### config.mk
export PLATFORM = sky130hd
export DESIGN_NAME = eth_tx_arb_flat
export DESIGN_NICKNAME = d
export VERILOG_FILES = /design/src/rtl/eth_tx_arb_if.sv /design/src/rtl/eth_tx_arb.sv /design/src/flat_wrapper.sv
export SDC_FILE = /design/constraint.sdc
export NUM_CORES = 1
export LEC_CHECK = 0
export CORE_ASPECT_RATIO = 0.6
export CORE_MARGIN = 5
export CORE_UTILIZATION = 40
export CTS_BUF_LIST = sky130_fd_sc_hd__clkbuf_2 sky130_fd_sc_hd__clkbuf_4 sky130_fd_sc_hd__clkbuf_8
export DETAILED_ROUTE_END_ITERATION = 8
export MAX_ROUTING_LAYER = met4
export PLACE_DENSITY = 0.87
export SLEW_MARGIN = 0
export SYNTH_ARGS = -nofsm -noshare
export SYNTH_HDL_FRONTEND = slang
export SYNTH_SLANG_ARGS = --single-unit
### constraint.sdc
create_clock -name mii_tx_clk -period 2.28 [get_ports mii_tx_clk]
set_clock_uncertainty 0.05 [all_clocks]
set_input_delay 0.342 -clock mii_tx_clk [delete_from_list [all_inputs] [get_ports mii_tx_clk]]
set_output_delay 0.342 -clock mii_tx_clk [all_outputs]
set_load 0.05 [all_outputs]
### src/rtl/eth_tx_arb_if.sv
// eth_tx_arb_if: request, frame-field and MAC handshake bundle for eth_tx_arb.
// slave = arbiter side, master = requesters plus MAC side.
interface eth_tx_arb_if;
    // requester 0/1 frame requests and header fields
    logic        req0;
    logic        req1;
    logic [10:0] len0;
    logic [10:0] len1;
    logic [47:0] dmac0;
    logic [47:0] dmac1;
    logic [15:0] type0;
    logic [15:0] type1;
    // MAC transmit-enable, watched for frame start/end
    logic        mii_tx_en;
    // MAC launch and latched frame fields
    logic        tx_go;
    logic [10:0] data_len;
    logic [47:0] des_mac;
    logic [15:0] len_type;
    // payload mux select, status and completion pulses
    logic        sel;
    logic        busy;
    logic        done0;
    logic        done1;
    logic        err;

    modport slave (
        input  req0, req1,
        input  len0, len1,
        input  dmac0, dmac1,
        input  type0, type1,
        input  mii_tx_en,
        output tx_go, data_len,
        output des_mac, len_type,
        output sel, busy,
        output done0, done1, err
    );

    modport master (
        output req0, req1,
        output len0, len1,
        output dmac0, dmac1,
        output type0, type1,
        output mii_tx_en,
        input  tx_go, data_len,
        input  des_mac, len_type,
        input  sel, busy,
        input  done0, done1, err
    );
endinterface

### src/rtl/eth_tx_arb.sv
// eth_tx_arb: round-robin arbiter sharing one Ethernet TX MAC between two
// requesters. Ports: mii_tx_clk, rst (sync, active high), bus (slave side).
// A grant latches the winner's header fields, launches the MAC with a
// one-cycle tx_go, follows mii_tx_en through the frame, reports completion
// on done0/done1 (with err on bad length or start timeout) and then holds
// an inter-frame gap before arbitrating again.
module eth_tx_arb #(
    parameter int IFG_CYC  = 24,
    parameter int START_TO = 255
) (
    input  logic       mii_tx_clk,
    input  logic       rst,
    eth_tx_arb_if.slave bus
);

    localparam int CMAX = (IFG_CYC > START_TO) ? IFG_CYC : START_TO;
    localparam int CW   = $clog2(CMAX + 1);

    localparam logic [CW-1:0] TO_LAST  = CW'(START_TO - 1);
    localparam logic [CW-1:0] IFG_LAST = CW'(IFG_CYC - 1);
    localparam logic [10:0]   MAX_LEN  = 11'd1500;

    typedef enum logic [2:0] {
        IDLE,
        LAUNCH,
        WAIT_START,
        SEND,
        IFG
    } state_t;

    state_t        state;
    state_t        state_n;
    logic [CW-1:0] cnt;
    logic [CW-1:0] cnt_n;

    // last: requester granted most recently (tie goes to the other one)
    logic          last;
    logic          last_n;
    // bad: latched length check of the current grant
    logic          bad;
    logic          bad_n;

    logic          sel_q;
    logic          sel_n;
    logic [10:0]   len_q;
    logic [10:0]   len_n;
    logic [47:0]   mac_q;
    logic [47:0]   mac_n;
    logic [15:0]   typ_q;
    logic [15:0]   typ_n;

    logic          go_q;
    logic          go_n;
    logic          d0_q;
    logic          d0_n;
    logic          d1_q;
    logic          d1_n;
    logic          err_q;
    logic          err_n;

    logic          win;
    logic [10:0]   win_len;
    logic [47:0]   win_mac;
    logic [15:0]   win_typ;
    logic          len_ok;

    // winner select; the three arms are mutually exclusive
    always_comb begin
        win = 1'b0;
        unique case (1'b1)
            (bus.req0 & bus.req1):  win = ~last;
            (bus.req1 & ~bus.req0): win = 1'b1;
            default:                win = 1'b0;
        endcase
    end

    assign win_len = win ? bus.len1  : bus.len0;
    assign win_mac = win ? bus.dmac1 : bus.dmac0;
    assign win_typ = win ? bus.type1 : bus.type0;
    assign len_ok  = (win_len != 11'd0) && (win_len <= MAX_LEN);

    always_comb begin
        state_n = state;
        cnt_n   = cnt;
        last_n  = last;
        bad_n   = bad;
        sel_n   = sel_q;
        len_n   = len_q;
        mac_n   = mac_q;
        typ_n   = typ_q;
        go_n    = 1'b0;
        d0_n    = 1'b0;
        d1_n    = 1'b0;
        err_n   = 1'b0;

        unique case (state)
            IDLE: begin
                if (bus.req0 | bus.req1) begin
                    state_n = LAUNCH;
                    last_n  = win;
                    sel_n   = win;
                    len_n   = win_len;
                    mac_n   = win_mac;
                    typ_n   = win_typ;
                    bad_n   = ~len_ok;
                    // pulses are registered, so they show in LAUNCH
                    go_n    = len_ok;
                    err_n   = ~len_ok;
                    d0_n    = ~len_ok & ~win;
                    d1_n    = ~len_ok & win;
                end
            end
            LAUNCH: begin
                cnt_n   = '0;
                state_n = bad ? IDLE : WAIT_START;
            end
            WAIT_START: begin
                if (bus.mii_tx_en) begin
                    state_n = SEND;
                    cnt_n   = '0;
                end else if (cnt == TO_LAST) begin
                    state_n = IFG;
                    cnt_n   = '0;
                    err_n   = 1'b1;
                    d0_n    = ~sel_q;
                    d1_n    = sel_q;
                end else begin
                    cnt_n = cnt + 1'b1;
                end
            end
            SEND: begin
                if (!bus.mii_tx_en) begin
                    state_n = IFG;
                    cnt_n   = '0;
                    d0_n    = ~sel_q;
                    d1_n    = sel_q;
                end
            end
            IFG: begin
                if (cnt == IFG_LAST) begin
                    state_n = IDLE;
                    cnt_n   = '0;
                end else begin
                    cnt_n = cnt + 1'b1;
                end
            end
            default: begin
                state_n = IDLE;
                cnt_n   = '0;
            end
        endcase
    end

    always_ff @(posedge mii_tx_clk) begin
        if (rst) begin
            state <= IDLE;
            cnt   <= '0;
            last  <= 1'b1;
            bad   <= 1'b0;
            sel_q <= 1'b0;
            len_q <= '0;
            mac_q <= '0;
            typ_q <= '0;
            go_q  <= 1'b0;
            d0_q  <= 1'b0;
            d1_q  <= 1'b0;
            err_q <= 1'b0;
        end else begin
            state <= state_n;
            cnt   <= cnt_n;
            last  <= last_n;
            bad   <= bad_n;
            sel_q <= sel_n;
            len_q <= len_n;
            mac_q <= mac_n;
            typ_q <= typ_n;
            go_q  <= go_n;
            d0_q  <= d0_n;
            d1_q  <= d1_n;
            err_q <= err_n;
        end
    end

    assign bus.tx_go    = go_q;
    assign bus.data_len = len_q;
    assign bus.des_mac  = mac_q;
    assign bus.len_type = typ_q;
    assign bus.sel      = sel_q;
    assign bus.busy     = (state != IDLE);
    assign bus.done0    = d0_q;
    assign bus.done1    = d1_q;
    assign bus.err      = err_q;

endmodule

### src/flat_wrapper.sv
// flat-port wrapper written by rule: the top's interface ports become plain ports
module eth_tx_arb_flat 
#(
    parameter int IFG_CYC  = 24,
    parameter int START_TO = 255
)
  (mii_tx_clk, rst, bus_req0, bus_req1, bus_len0, bus_len1, bus_dmac0, bus_dmac1, bus_type0, bus_type1, bus_mii_tx_en, bus_tx_go, bus_data_len, bus_des_mac, bus_len_type, bus_sel, bus_busy, bus_done0, bus_done1, bus_err);
  eth_tx_arb_if bus_i ();
  input  logic mii_tx_clk;
  input  logic rst;
  input wire logic [$bits(bus_i.req0)-1:0] bus_req0;
  input wire logic [$bits(bus_i.req1)-1:0] bus_req1;
  input wire logic [$bits(bus_i.len0)-1:0] bus_len0;
  input wire logic [$bits(bus_i.len1)-1:0] bus_len1;
  input wire logic [$bits(bus_i.dmac0)-1:0] bus_dmac0;
  input wire logic [$bits(bus_i.dmac1)-1:0] bus_dmac1;
  input wire logic [$bits(bus_i.type0)-1:0] bus_type0;
  input wire logic [$bits(bus_i.type1)-1:0] bus_type1;
  input wire logic [$bits(bus_i.mii_tx_en)-1:0] bus_mii_tx_en;
  output wire logic [$bits(bus_i.tx_go)-1:0] bus_tx_go;
  output wire logic [$bits(bus_i.data_len)-1:0] bus_data_len;
  output wire logic [$bits(bus_i.des_mac)-1:0] bus_des_mac;
  output wire logic [$bits(bus_i.len_type)-1:0] bus_len_type;
  output wire logic [$bits(bus_i.sel)-1:0] bus_sel;
  output wire logic [$bits(bus_i.busy)-1:0] bus_busy;
  output wire logic [$bits(bus_i.done0)-1:0] bus_done0;
  output wire logic [$bits(bus_i.done1)-1:0] bus_done1;
  output wire logic [$bits(bus_i.err)-1:0] bus_err;
  assign bus_i.req0 = bus_req0;
  assign bus_i.req1 = bus_req1;
  assign bus_i.len0 = bus_len0;
  assign bus_i.len1 = bus_len1;
  assign bus_i.dmac0 = bus_dmac0;
  assign bus_i.dmac1 = bus_dmac1;
  assign bus_i.type0 = bus_type0;
  assign bus_i.type1 = bus_type1;
  assign bus_i.mii_tx_en = bus_mii_tx_en;
  assign bus_tx_go = bus_i.tx_go;
  assign bus_data_len = bus_i.data_len;
  assign bus_des_mac = bus_i.des_mac;
  assign bus_len_type = bus_i.len_type;
  assign bus_sel = bus_i.sel;
  assign bus_busy = bus_i.busy;
  assign bus_done0 = bus_i.done0;
  assign bus_done1 = bus_i.done1;
  assign bus_err = bus_i.err;
  eth_tx_arb #(.IFG_CYC(IFG_CYC), .START_TO(START_TO)) u_core (.mii_tx_clk(mii_tx_clk), .rst(rst), .bus(bus_i));
endmodule
# Word-level counts from Yosys, hierarchy flattened
# Index checks and enable logic that the tools add are counted.
# op_classes
addsub	1
n_lt_le_gt_ge	1
eq_ne	10
mux	30
bitwise_logic	12
n_reduce_logical	8
# op_table
cell	count
48-bit 2-to-1 mux	1
8-bit 2-to-1 mux	4
8-bit one-hot mux with 4 select lines	1
16-bit 2-to-1 mux	1
3-bit 2-to-1 mux	5
3-bit one-hot mux with 5 select lines	1
11-bit <= comparator, second input constant	1
1-bit 2-to-1 mux	11
11-bit 2-to-1 mux	1
11-bit nonzero test	1
8-bit by 1-bit adder with 8-bit output, second input constant	1
8-bit by 5-bit equality test with 1-bit output, second input constant	1
8-bit equality test, second input constant	1
1-bit inverter	7
3-bit by 2-bit equality test with 1-bit output, second input constant	2
1-bit one-hot mux with 3 select lines	2
1-bit AND	4
2-bit by 1-bit != test with 1-bit output, second input constant	2
1-bit one-hot mux with 2 select lines	2
2-bit AND reduction	2
4-bit AND reduction	1
3-bit by 1-bit equality test with 1-bit output, second input constant	1
3-bit equality test, second input constant	1
3-bit zero test	1
other kinds (7)	7
# word_totals
regBits	93
input_bits	155
out_inout_bits	81
word_cells	74

# Logic depth before layout (Yosys ltp)
# depth
ltp_word	10
mapped_depth	8
mapped_depth_nobuf	7

# Worst setup path before layout
# OpenSTA, ideal clock, no wires.
# synth_timing
kind	reg-to-reg
startpoint	reg u_core.state[0]
endpoint	reg u_core.len_q[10], in the netlist u_core.bus.data_len[10]
setup_time_ns	0.091
t_arrival_ns	1.700
required_time_ns	2.139
setup_slack_ns	0.439
path_stages_with_launch	9
path_buffers	2
synth_period_minus_slack_ns	1.841
path_cell_list	dfxtp_1 or2_1 nor2_2 inv_2 nor2_4 buf_4 buf_4 nor2_1 a311oi_1
# synth_between
elab_chain_cells	2
# synth_lines
element	line_no	source
start: declaration	eth_tx_arb.sv:31	state_t state;
start signal: assignment	eth_tx_arb.sv:169	state <= state_n;
3-bit zero test	eth_tx_arb.sv:96	unique case (state)
2-bit AND reduction (no source line)	-	
end signal: assignment	eth_tx_arb.sv:174	len_q <= len_n;
end: declaration	eth_tx_arb.sv:45	logic [10:0] len_q;
# No other way between the ends.
# A chain may end at the register's enable or synchronous reset.

# Final worst setup path
# layout_timing
startpoint	in bus_req0
endpoint	reg u_core.d1_q, in the netlist u_core.bus.done1
# layout_between
elab_chain_cells	10
elab_cells_between_ends	13
classes_between	order compare (1); mux (4); bitwise (6); reduce/logical (2)
# layout_lines
element	line_no	source
start: declaration	flat_wrapper.sv:11	input wire logic [$bits(bus_i.req0)-1:0] bus_req0;
1-bit inverter	eth_tx_arb.sv:72	(bus.req1 & ~bus.req0): win = 1'b1;
1-bit AND	eth_tx_arb.sv:72	
1-bit one-hot mux with 2 select lines	eth_tx_arb.sv:70	unique case (1'b1)
11-bit 2-to-1 mux	eth_tx_arb.sv:77	assign win_len = win ? bus.len1 : bus.len0;
11-bit <= comparator / 11-bit nonzero test (equally long branches)	eth_tx_arb.sv:80	assign len_ok = (win_len != 11'd0) && (win_len <= MAX_LEN);
1-bit logical AND	eth_tx_arb.sv:80	
1-bit inverter	eth_tx_arb.sv:110	d1_n = ~len_ok & win;
1-bit AND	eth_tx_arb.sv:110	
1-bit 2-to-1 mux *	eth_tx_arb.sv:98	if (bus.req0 | bus.req1) begin
1-bit one-hot mux with 3 select lines *	eth_tx_arb.sv:96	
end signal: assignment	eth_tx_arb.sv:179	d1_q <= d1_n;
end: declaration	eth_tx_arb.sv:56	logic d1_q;
# Every way passes the cells marked *; elsewhere a longest branch is shown, timed or not.

==> reports/qor.yml <==
status: "complete, no violations"
clockBufferDepth: 2
slew_violations: 0
n_antenna_cell: 0
rsz0062_at_grt: "no"
drtPass1Iterations: 5
yosys-top-cells-area: "dfxtp_1 (44%), a311oi_1 (16%), nand2_1 (14%)"
grt_first_pass_wirelength_um: 24000
clk_pin_slew_worst_paths_ns: 0.09
num_rows: 28
maxCapViolations: 0
rr_worst_depth: 7
clkLatencyLatePin_ns: 0.36
layout.nets: 913
grt_usage_pct: 24.4
worstHoldPathType: "in2reg"
synth_edf_count: 0
critPathSlowestCell: "buf_4"
synth_commonest_cells: "nand2_1 (154), dfxtp_1 (93), nor2_1 (85)"
synth_fp_nets: 694
ys_types: 44
r2r_slack_ns: 0.33
cts-root-buf: "clkbuf_8"
crit_family: "buffers and inverters"
crit_fanout: 77
ys_warn_count: 0
cts_resized: 0
fp.dieH_um: 89.2
ir_drop_mv: 0.403
num_io_pins: 236
crit_buf_inv: 2
drt_iter0_markers: 325
syn_inst: 537
crit_arrival_ns: 2.38
hold_path_depth: 3
fin_crit_sh_pct: 94.1
seq_area_frac_synth_pct: 44.5
timing.rr.end: "u_core.bus.des_mac[7]$_SDFFE_PP0P_"
via_per_inst: 5.30
drtAntennaViolNets: 0
cts.sinks: 93
wl_per_cell_um: 17.3
cts_tree: "done"
hpwl_um: 11600
cts_hold_buf: 0
synth_ff_type: "dfxtp_1"
area_growth_pct: 64.9
grt_start_max_net_pins: 78
fillerInstances: 807
drc: 0
holdWs_ns: 0.268
hold_start: "rst"
setup_tns_ns: 0
grt_pass1_vias: 4603
critPathMaxStageDelay_ns: 0.67
routabilityCongestion: 0.903
io_buffers: 235
avgSynthCellArea_um2: 7.80
start_kind: "primary input"
die_w_um: 142
cp_cell_sequence: "clkdlybuf4s50_1, a21boi_4, buf_4, o311ai_0, a21oi_1"
coreArea_um2: 10000
synth_most_common_cell: "nand2_1"
gr-total-overflow: 0
cts_buffers: 9
cp-end-kind: "flip-flop"
worst_pin_slew_ns: 0.832
static-leakage-power_nw: 2.64
drt-total-wl_um: 15500
vias: 4742
htreeDepth: 3
die-area_um2: 12700
timing.rr.start: "u_core.state[0]$_SDFFE_PP0P_"
timing.fmax_ghz: 0.466
slew_headroom_pct: 44.5
crit_type: "in2reg"
ys_seq_elements: 93
initial_core_util_pct: 41.8
yosysTopAreaCell: "dfxtp_1"
synth_top_area_share_pct: 44.5
async_reset_ff_share_pct: 0
setup_violations: 0
power_density_nw_per_um2: 816
min_to: "u_core.state[0]$_SDFFE_PP0P_"
finalHoldViolCount: 0
post_cts_buffers: 0
syn-cell-area_um2: 4190
antenna_found_initial: 0
required_ns: 2.52
finalCriticalPeriod_ns: 2.15
drive_gt1_share_pct: 5.79
layout by cell type, fill, tap and decap left out, drive strengths merged, types with 2 or more instances in the layout:
| cell | Yosys | final |
|---|---|---|
| nor2 | 87 | 87 |
| xor2 | 4 | 4 |
| inv | 4 | 4 |
| or4 | 2 | 2 |
| clkbuf | 28 | 12 |
| o21ai | 7 | 7 |
| nand3 | 10 | 10 |
| o2111ai | 2 | 2 |
| o31ai | 2 | 2 |
| nor3b | 2 | 2 |
| or2 | 2 | 2 |
| buf | 16 | 19 |
| nor3 | 7 | 7 |
| and3 | 5 | 5 |
| nand2 | 154 | 154 |
| clkdlybuf4s50 | 0 | 233 |
| bufinv | 0 | 2 |
| ha | 2 | 2 |
| or3 | 3 | 3 |
| a31o | 3 | 3 |
| a21oi | 9 | 9 |
| dfxtp | 93 | 93 |
| a311oi | 75 | 75 |
| nand4 | 3 | 3 |
how the worst max path moves through the flow:
stage / cells after the start / start / slack (ns) / to
2_1_floorplan: 8 / u_core.state[0]$_SDFFE_PP0P_ / 0.44 / u_core.bus.data_len[10]$_SDFFE_PP0P_
3_3_place_gp: 7 / bus_len0[8] / -0.11 / u_core.bus.err$_SDFF_PP0_
3_5_place_dp: 7 / bus_len0[8] / -0.19 / u_core.bus.err$_SDFF_PP0_
4_1_cts: 7 / bus_len0[8] / 0.18 / u_core.bus.err$_SDFF_PP0_
5_1_grt: 5 / bus_req0 / 0.04 / u_core.bus.done1$_SDFF_PP0_
6_report: 5 / bus_req0 / 0.13 / u_core.bus.done1$_SDFF_PP0_
metrics by stage:
step	util (%)	setup slack, ns	power [mW]	instances	instance area [um2]
global placement	66.6	-0.112	4.36	880	6680
detailed placement	66.6	-0.194	4.42	880	6680
CTS	68.9	0.180	5.67	895	6910
finish	68.9	0.134	5.64	895	6910
floorplan	-	0.439	3.49	537	4190
global route	68.9	0.0427	5.91	895	6910
metal layers:
layer  global-route usage [%]  wire length (um)
met1                     30.3              6720
met2                     39.6              7250
met3                     7.86              1350
met4                     4.62               148
met5                        -                 0
where the power goes:
part	total [mW]	internal (mW)	switching, mW
Clock	1.25	0.687	0.562
Sequential	2.01	1.87	0.147
Combinational	2.38	0.895	1.48
Total	5.64	3.45	2.19
kinds of logic after synthesis:
logic type      count (synthesis)  synth area share, %
flops                          93                 44.5
buf+inv                        48                 5.02
simple gates                  281                 27.6
fa+ha+maj                       2                0.598
compound gates                108                 21.2
xor+xnor                        5                 1.05
flip-flops by register name (all words and copies together), names as in the netlist, 3 cells and up:
register	count
u_core.bus.des_mac	48
u_core.cnt	8
u_core.state	3
u_core.bus.len_type	16
u_core.bus.data_len	11
worst reg2reg max path: cells and delay by family, from the launching register on:
family,cells,cell delay (ns)
DFF,1,0.38
and+or+nand+nor,4,0.73
AOI/OAI and AO/OA,1,0.32
buffers and inverters,2,0.37
layout make-up:
type                    instances  area, um2  area share [%]
repair buffers                252       2510            36.3
multi-input cells             396       2120            30.7
flip-flops and latches         93       1860            27.0
well taps                     135        169            2.45
clock buffers                  12        159            2.30
clock inverters                 3       68.8           0.997
inverters                       4       15.0           0.217
Power figures use the tool's default switching activity.
